==> src/rtl/pqr5_bp_pkg.sv <==
// -----------------------------------------------------------------------------
// pqr5_bp_pkg
// Shared definitions for the dynamic branch predictor:
//   - 2-bit saturating counter state encoding (ctr_e)
//   - default BHT depth and datapath width
//   - idx_width(): BHT index width for a given depth
//   - ctr_next(): training rule applied on a branch resolution
// -----------------------------------------------------------------------------
package pqr5_bp_pkg;

  localparam int unsigned BHT_DEPTH_DEF = 64;
  localparam int unsigned XLEN_DEF      = 32;

  typedef enum logic [1:0] {
    CTR_SNT = 2'b00,
    CTR_WNT = 2'b01,
    CTR_WT  = 2'b10,
    CTR_ST  = 2'b11
  } ctr_e;

  function automatic int unsigned idx_width(input int unsigned depth);
    return $clog2(depth);
  endfunction

  // An untrained entry is seeded weakly in the resolved direction; a trained
  // entry moves one step toward it and saturates at either end.
  function automatic ctr_e ctr_next(input logic valid, input ctr_e cur, input logic taken);
    ctr_e nxt;
    nxt = cur;
    if (!valid) begin
      nxt = taken ? CTR_WT : CTR_WNT;
    end else begin
      case (cur)
        CTR_SNT: nxt = taken ? CTR_WNT : CTR_SNT;
        CTR_WNT: nxt = taken ? CTR_WT  : CTR_SNT;
        CTR_WT:  nxt = taken ? CTR_ST  : CTR_WNT;
        CTR_ST:  nxt = taken ? CTR_ST  : CTR_WT;
        default: nxt = CTR_WNT;
      endcase
    end
    return nxt;
  endfunction

endpackage

==> src/rtl/bp_bht.sv <==
// -----------------------------------------------------------------------------
// bp_bht
// Branch history table: DEPTH entries of {valid, 2-bit counter}, one
// combinational read port and one update write port.
//
// Ports:
//   clk          clock
//   aresetn      asynchronous active-low reset (clears valid bits only)
//   rd_idx_i     lookup index
//   rd_valid_o   entry valid at rd_idx_i
//   rd_ctr_o     counter at rd_idx_i
//   upd_en_i     update strobe
//   upd_idx_i    update index
//   upd_taken_i  resolved direction
//
// Build option: DBP_UPD_BYPASS_EN -- a lookup of the index being updated in
// the same cycle returns the post-update valid/counter; otherwise it returns
// the stored (pre-update) value.
// -----------------------------------------------------------------------------
module bp_bht
  import pqr5_bp_pkg::*;
#(
  parameter int unsigned DEPTH = BHT_DEPTH_DEF,
  parameter int unsigned IDX_W = idx_width(DEPTH)
) (
  input  logic             clk,
  input  logic             aresetn,
  input  logic [IDX_W-1:0] rd_idx_i,
  output logic             rd_valid_o,
  output logic [1:0]       rd_ctr_o,
  input  logic             upd_en_i,
  input  logic [IDX_W-1:0] upd_idx_i,
  input  logic             upd_taken_i
);

  logic [DEPTH-1:0] valid_q;
  ctr_e             ctr_q [DEPTH];
  ctr_e             upd_ctr_d;
  logic             upd_commit;

  // Counter storage has no reset, so the reset level is folded into the
  // write enable to keep updates from landing while reset is asserted.
  assign upd_commit = upd_en_i && aresetn;

  always_comb begin
    upd_ctr_d = ctr_next(valid_q[upd_idx_i], ctr_q[upd_idx_i], upd_taken_i);
  end

  always_comb begin
    rd_valid_o = valid_q[rd_idx_i];
    rd_ctr_o   = ctr_q[rd_idx_i];
`ifdef DBP_UPD_BYPASS_EN
    if (upd_commit && (upd_idx_i == rd_idx_i)) begin
      rd_valid_o = 1'b1;
      rd_ctr_o   = upd_ctr_d;
    end
`endif
  end

  always_ff @(posedge clk or negedge aresetn) begin
    if (!aresetn) begin
      valid_q <= '0;
    end else if (upd_en_i) begin
      valid_q[upd_idx_i] <= 1'b1;
    end
  end

  always_ff @(posedge clk) begin
    if (upd_commit) begin
      ctr_q[upd_idx_i] <= upd_ctr_d;
    end
  end

endmodule

==> src/rtl/dynamic_bpredictor.sv <==
// -----------------------------------------------------------------------------
// dynamic_bpredictor
// Fetch-stage branch predictor. JAL is always taken; conditional branches use
// an untagged BHT of 2-bit counters, falling back to backward-taken /
// forward-not-taken when the entry is untrained. Outputs are registered and
// frozen by i_stall; BHT training from execute ignores i_stall.
//
// Ports:
//   clk, aresetn            clock, asynchronous active-low reset
//   i_pc                    fetch PC
//   i_stall                 holds prediction registers
//   i_is_op_jal/_branch     instruction class
//   i_immJ, i_immB          sign-extended immediates
//   i_instr_valid           gates the predicted direction
//   i_upd_valid/_pc/_taken  branch resolution strobe from execute
//   o_branch_pc             predicted target
//   o_branch_taken          predicted direction
//   o_pred_dyn              direction came from a trained BHT entry
//   o_flush                 one-cycle pulse after a taken prediction loads
//
// Build option: DBP_UPD_BYPASS_EN (see bp_bht) selects post-update
// visibility for same-cycle same-index lookup.
// -----------------------------------------------------------------------------
module dynamic_bpredictor
  import pqr5_bp_pkg::*;
#(
  parameter int unsigned BHT_DEPTH = BHT_DEPTH_DEF,
  parameter int unsigned XLEN      = XLEN_DEF
) (
  input  logic            clk,
  input  logic            aresetn,
  input  logic [XLEN-1:0] i_pc,
  input  logic            i_stall,
  input  logic            i_is_op_jal,
  input  logic            i_is_op_branch,
  input  logic [XLEN-1:0] i_immJ,
  input  logic [XLEN-1:0] i_immB,
  input  logic            i_instr_valid,
  input  logic            i_upd_valid,
  input  logic [XLEN-1:0] i_upd_pc,
  input  logic            i_upd_taken,
  output logic [XLEN-1:0] o_branch_pc,
  output logic            o_branch_taken,
  output logic            o_pred_dyn,
  output logic            o_flush
);

  localparam int unsigned IDX_W = idx_width(BHT_DEPTH);

  logic [IDX_W-1:0] lkp_idx;
  logic [IDX_W-1:0] upd_idx;
  logic             rd_valid;
  logic [1:0]       rd_ctr;

  logic [XLEN-1:0]  branch_pc_d, branch_pc_q;
  logic             taken_d, taken_q;
  logic             dyn_d, dyn_q;
  logic             flush_d, flush_q;

  logic             unused_bits;

  assign lkp_idx = i_pc[IDX_W+1:2];
  assign upd_idx = i_upd_pc[IDX_W+1:2];

  assign unused_bits = ^{i_upd_pc[1:0], i_upd_pc[XLEN-1:IDX_W+2], rd_ctr[0]};

  bp_bht #(
    .DEPTH (BHT_DEPTH),
    .IDX_W (IDX_W)
  ) u_bht (
    .clk         (clk),
    .aresetn     (aresetn),
    .rd_idx_i    (lkp_idx),
    .rd_valid_o  (rd_valid),
    .rd_ctr_o    (rd_ctr),
    .upd_en_i    (i_upd_valid),
    .upd_idx_i   (upd_idx),
    .upd_taken_i (i_upd_taken)
  );

  always_comb begin
    branch_pc_d = i_pc;
    if (i_is_op_jal) begin
      branch_pc_d = i_pc + i_immJ;
    end else if (i_is_op_branch) begin
      branch_pc_d = i_pc + i_immB;
    end
  end

  always_comb begin
    taken_d = 1'b0;
    dyn_d   = 1'b0;
    if (i_instr_valid) begin
      if (i_is_op_jal) begin
        taken_d = 1'b1;
      end else if (i_is_op_branch) begin
        if (rd_valid) begin
          taken_d = rd_ctr[1];
          dyn_d   = 1'b1;
        end else begin
          taken_d = i_immB[XLEN-1];
        end
      end
    end
  end

  // Flush pulses for exactly one cycle: a flush already high always drops,
  // even when the next loaded prediction is also taken.
  assign flush_d = !flush_q && !i_stall && taken_d;

  always_ff @(posedge clk or negedge aresetn) begin
    if (!aresetn) begin
      branch_pc_q <= '0;
      taken_q     <= 1'b0;
      dyn_q       <= 1'b0;
      flush_q     <= 1'b0;
    end else begin
      if (!i_stall) begin
        branch_pc_q <= branch_pc_d;
        taken_q     <= taken_d;
        dyn_q       <= dyn_d;
      end
      flush_q <= flush_d;
    end
  end

  assign o_branch_pc    = branch_pc_q;
  assign o_branch_taken = taken_q;
  assign o_pred_dyn     = dyn_q;
  assign o_flush        = flush_q;

endmodule

==> config.mk <==
export PLATFORM = sky130hd
export DESIGN_NAME = dynamic_bpredictor
export DESIGN_NICKNAME = d
export VERILOG_FILES = /design/src/rtl/pqr5_bp_pkg.sv /design/src/rtl/bp_bht.sv /design/src/rtl/dynamic_bpredictor.sv
export SDC_FILE = /design/constraint.sdc
export NUM_CORES = 1
export LEC_CHECK = 0
export CAP_MARGIN = 20
export CORE_AREA = 8 8 208 210
export DETAILED_ROUTE_END_ITERATION = 16
export DIE_AREA = 0 0 216 218
export GPL_ROUTABILITY_DRIVEN = 0
export PLACE_DENSITY = 0.66
export SETUP_SLACK_MARGIN = 0.1
export SYNTH_ARGS = -nofsm -noshare
export SYNTH_HDL_FRONTEND = slang
export SYNTH_SLANG_ARGS = --single-unit
==> constraint.sdc <==
create_clock -name clk -period 6 [get_ports clk]
set_input_delay 1.2 -clock clk [delete_from_list [all_inputs] [get_ports clk]]
set_output_delay 1.2 -clock clk [all_outputs]
set_load 0.01 [all_outputs]
==> results.txt <==
The fraction of the cycle the final worst path needs is between 80% and 90%. On the worst path, the slowest cell contributes a delay of ~0.79 ns. Setup repair after global routing left no endpoint under its margin. The power share of the combinational group came out at 22.8%. The final layout net count is 1603. The final-layout fill cell count is 3843.

The ratio of total power to cell area came out at about 280 nW/um2. The most used flip-flop cell after synthesis is edfxtp_1. The post-CTS setup buffer count came out at 0. After layout, the minimum clock period comes to about 4.9 ns. In the routed layout, each cell is associated on average with a via count of roughly 6.

The antenna diode instance count came out at 0. In this run the worst path has a maximum fanout of 26. The TritonCTS sink count is ~230. At the worst endpoint, the required time is 6.35 ns. The count of standard-cell rows came out at between 70 and 80. TritonCTS built the clock tree. The critical path contains buffers and inverters numbering 3 combined.

The number of buffers added by the clock tree synthesis step came out at 27. The largest delay contributor family on the critical path is compound AO/OA/AOI/OAI gates. Once placement completed, the tool counted placed cells totaling 1906. The sum of net half-perimeters after detailed placement came out at roughly 31000 um. The fraction of synthesis flops using an asynchronous set or reset pin is between 40% and 50%. Summed over all failing endpoints, the final setup total negative slack is 0 ns. The sequential cells in the finished layout cover a total of 6320 um2.

The leakage power came out at between 6 and 7 nW. The part of the total power dissipated in sequential elements is 41.3%. Max-cap violations in this run came to 0.

The endpoint identified for the worst register-to-register timing path is u_bht.ctr_q[0][0]. The number of DRC markers in iteration 0 came out at roughly 910. The area of the mapped netlist came out at about 14000 um2. The final antenna-violating net count came out at 0. The final-report setup violation count came out at 0. After synthesis, the cell types taking the most area are edfxtp_1, dfrtp_1, mux4_2, ha_1, o21bai_1.

The via count came out at 11500. The startpoint identified for the worst register-to-register timing path is u_bht.ctr_q[27][0]. The share of the Yosys chip area taken by registers is approximately 46%. For this run, the top clock speed supported by timing is between 200 and 250 MHz. Leaving out filler cells and counting taps, the final layout contains just under 2000.

Entering global routing, the biggest net connects 43 pins. The cell count of the worst reg-to-reg path is 8. The vertical die dimension came out at between 200 and 250 um. The number of hold-repair buffers added at the cts stage is 0. The maximum number of buffers from clock root to sink is 3.

The peak ir drop on the vdd network came out at 0.221 mV. The floorplan step defined a die boundary enclosing roughly 47000 um2. The data arrival time of the critical path came out at between 5 and 6 ns. The number of flops mapped to enable cells by yosys came out at around 130. The via count of the first global-routing pass was between 10000 and 15000. The overall track demand over capacity in global routing came out at between 10% and 20%. The number of stages on the worst setup path is 11. The number of cells upsized or downsized after cts is 0.

The fraction of power spent switching nets came out at ~28%. The slew at the pin closest to its max-slew limit came out at 0.838 ns. The area growth from synthesis to final layout came out at 21.4%.

The number of search-and-repair iterations in the first detailed-routing pass is 7. The clock network fraction of design power came out at a little over a third. The flip-flop and latch count after synthesis is 227. The first-pass GRT wire length came out at about 67000 um. The cell count after synthesis is roughly 1300. The routed design has 43500 um of wire. The most critical setup path has its startpoint at i_upd_pc[2]. The run finished with clean final reports. In this run the clock root is driven by a clkbuf_16. The final setup skew came out at between 0.01 and 0.015 ns. The count of input and output buffers came out at ~140. The total overflow reported by the global router is 0. The clock-pin slew reported for the worst setup and hold paths after clock tree synthesis came out at around 0.06 ns. The net switching power figure came out at about 0.0013 W. The count of unique library cells instantiated by Yosys came out at 74.

The final routed wire length divided by cell count is roughly 22 um. The number of hold violations in the final report came to 0. The number of nets produced by synthesis came out at about 1500. The signal on the critical path passes through clkdlybuf4s50_1 -> nor2_1 -> and2_1 -> buf_4 -> a221oi_1 -> a31oi_1 -> or4_1 -> a2111oi_2 -> o21ai_0 -> a21oi_4 -> buf_4. CTS built an H-tree with a depth of 1. The initial antenna violation count came to 0. The design draws 0.00464 W. The internal power summed over all cells is about 0.0033 W. The number of slew-limit violations in the final report came out at 0. The insertion delay to the later sink of the worst-skew pair is around 0.56 ns. In the routed design, unresolved DRC markers number 0.

Among the stages of the critical path, the cell type that occurs most often is buf_4. The setup slack on the worst flop-to-flop path came out at approximately 2.6 ns. The share of the synthesized area in the top cell type is 27.9%. Measured against its own limit, the worst slew margin works out to between 40% and 50%. Of all cell types, the one taking the most synthesized area is edfxtp_1. The timing endpoint of the critical path is u_bht.ctr_q[0][0]. The width of the die came out at 216 um.

Each instance of the synthesized netlist takes up on average around 11 um2. The yosys synthesis warning count is 0. For this design, the slowest cell found on the critical path is clkdlybuf4s50_1. The starting density of the core came out at roughly a third. During I/O placement, the number of pins put on the boundary was around 170. The fraction of layout cells with a size suffix above 1 is 10.3%.

The core region is about 40000 um2. The critical path is of the primary input to flop type. In this run the worst hold path is classified as flop to flop. In the final layout, the multi-input gates occupy around 7000 um2. The capturing element type of the critical path is a flop.

The final standard cell utilization of the core came out at approximately two fifths. The worst setup path is launched from a primary input.
worst min-delay path by stage:
| stage | endpoint | start | slack (ns) | cells after the start |
|---|---|---|---|---|
| floorplan | u_bht.valid_q[62] | u_bht.valid_q[62] | 0.44 | 1 |
| global placement | o_flush | o_flush | 0.41 | 1 |
| detailed placement | o_flush | o_flush | 0.42 | 1 |
| CTS | o_flush | o_flush | 0.43 | 1 |
| global route | o_flush | o_flush | 0.46 | 1 |
| finish | o_flush | o_flush | 0.42 | 1 |
flip-flops by register name, indices dropped and copies added (netlist names):
name and flops:
o_branch_taken 1, u_bht.valid_q 64, o_flush 1, o_pred_dyn 1, u_bht.ctr_q 128, o_branch_pc 32
power groups by stage:
stage | sequential [W] | combinational, W | clock, W
after floorplan | 0.00194 | 0.000639 | 0
after global placement | 0.00194 | 0.00103 | 0
after detailed placement | 0.00194 | 0.00105 | 0
after CTS | 0.00191 | 0.00105 | 0.00169
after global routing | 0.00193 | 0.00115 | 0.00174
final | 0.00192 | 0.00106 | 0.00166
worst reg2reg max path: stages (launching register included):
cell and delay (ns):
edfxtp_1 0.37, a22o_1 0.23, a221oi_2 0.21, a31oi_1 0.15, or4_1 0.60, a2111oi_2 0.62
o21ai_0 0.28, a21oi_4 0.40, buf_4 0.35
cells by family (layout without fill, tap and decap cells):
family | Yosys count | count (layout) | share of synthesized area (%)
flip-flops | 227 | 227 | 45.9
multiplexers | 66 | 66 | 8.59
AO/OA/AOI/OAI | 451 | 451 | 22.4
buffers and inverters | 106 | 253 | 3.10
adder cells (fa/ha/maj) | 64 | 64 | 5.93
AND/OR/NAND/NOR | 312 | 312 | 10.8
XOR/XNOR | 51 | 51 | 3.25
stage by stage:
step                      area (um2)  setup WS [ns]  hold slack [ns]
after CTS                      16700           1.15            0.432
after global placement         15800          0.638            0.415
after floorplan                13800          0.576            0.445
after global routing           16700          0.852            0.463
after detailed placement       15800          0.580            0.424
final                          16700           1.11            0.423
Yosys cell counts, types with 6 or more instances:
cell      instances
or3_1             6
nand4_1          15
mux2i_1          18
o21bai_1         65
o21ai_0          61
buf_1            10
a211oi_1         15
a221oi_1         16
mux2_2            7
o22ai_1          40
nand2b_1          7
nand3b_1          7
edfxtp_1        128
inv_1            25
a31oi_1          22
mux4_2           41
xor2_1           28
a21oi_1          83
a22oi_1          38
dfrtp_1          99
nand2_1          82
clkbuf_1         61
nor3_1           17
a21o_1           38
a22o_1           15
nor4_1           11
nor2_1          108
nor2b_1           6
ha_1             62
xnor2_1          23
o211ai_1         11
nand3_1          15
nor3b_1           6
o21a_1            9
layout by cell type, fill, tap and decap left out, types with 5 or more instances in the layout:
cell type,Yosys,final
mux4_2,41,41
nand2b_1,7,7
a21o_1,38,38
nand4_1,15,15
nand2_1,82,82
dfrtp_1,99,99
o21bai_1,65,65
a21oi_1,83,82
o22ai_1,40,40
nor2b_1,6,6
nand3b_1,7,7
or2_2,5,5
xnor2_1,23,23
clkbuf_1,61,11
inv_1,25,25
clkdlybuf4s50_1,0,141
o21a_1,9,9
clkbuf_16,0,27
a211oi_1,15,15
a221oi_1,16,16
mux2i_1,18,18
nor3_1,17,16
mux2_2,7,7
a22o_1,15,15
and2_1,5,5
a22oi_1,38,38
or3_1,6,6
ha_1,62,62
o21ai_0,61,60
o211ai_1,11,11
nand3_1,15,15
nor2_1,108,108
nor4_1,11,11
buf_4,2,34
a31oi_1,22,22
edfxtp_1,128,128
xor2_1,28,28
final cells by class:
class	count	area share (%)
clock buffer	40	4.46
clock inverter	10	0.906
inverter	26	0.584
multi-input combinational	944	42.2
sequential	227	37.8
tap	532	3.98
timing repair buffer	177	10.0
routing by layer:
metal | up-vias | track usage (%) | share of wire [%]
met5 | - | 0 | 0
met3 | 102 | 3.62 | 9.7
met4 | 0 | 5.75 | 2.9
met1 | 5571 | 23.9 | 42
met2 | 632 | 28.3 | 45
li1 | 5211 | - | -
No activity file was read; power rests on OpenSTA's default activity.
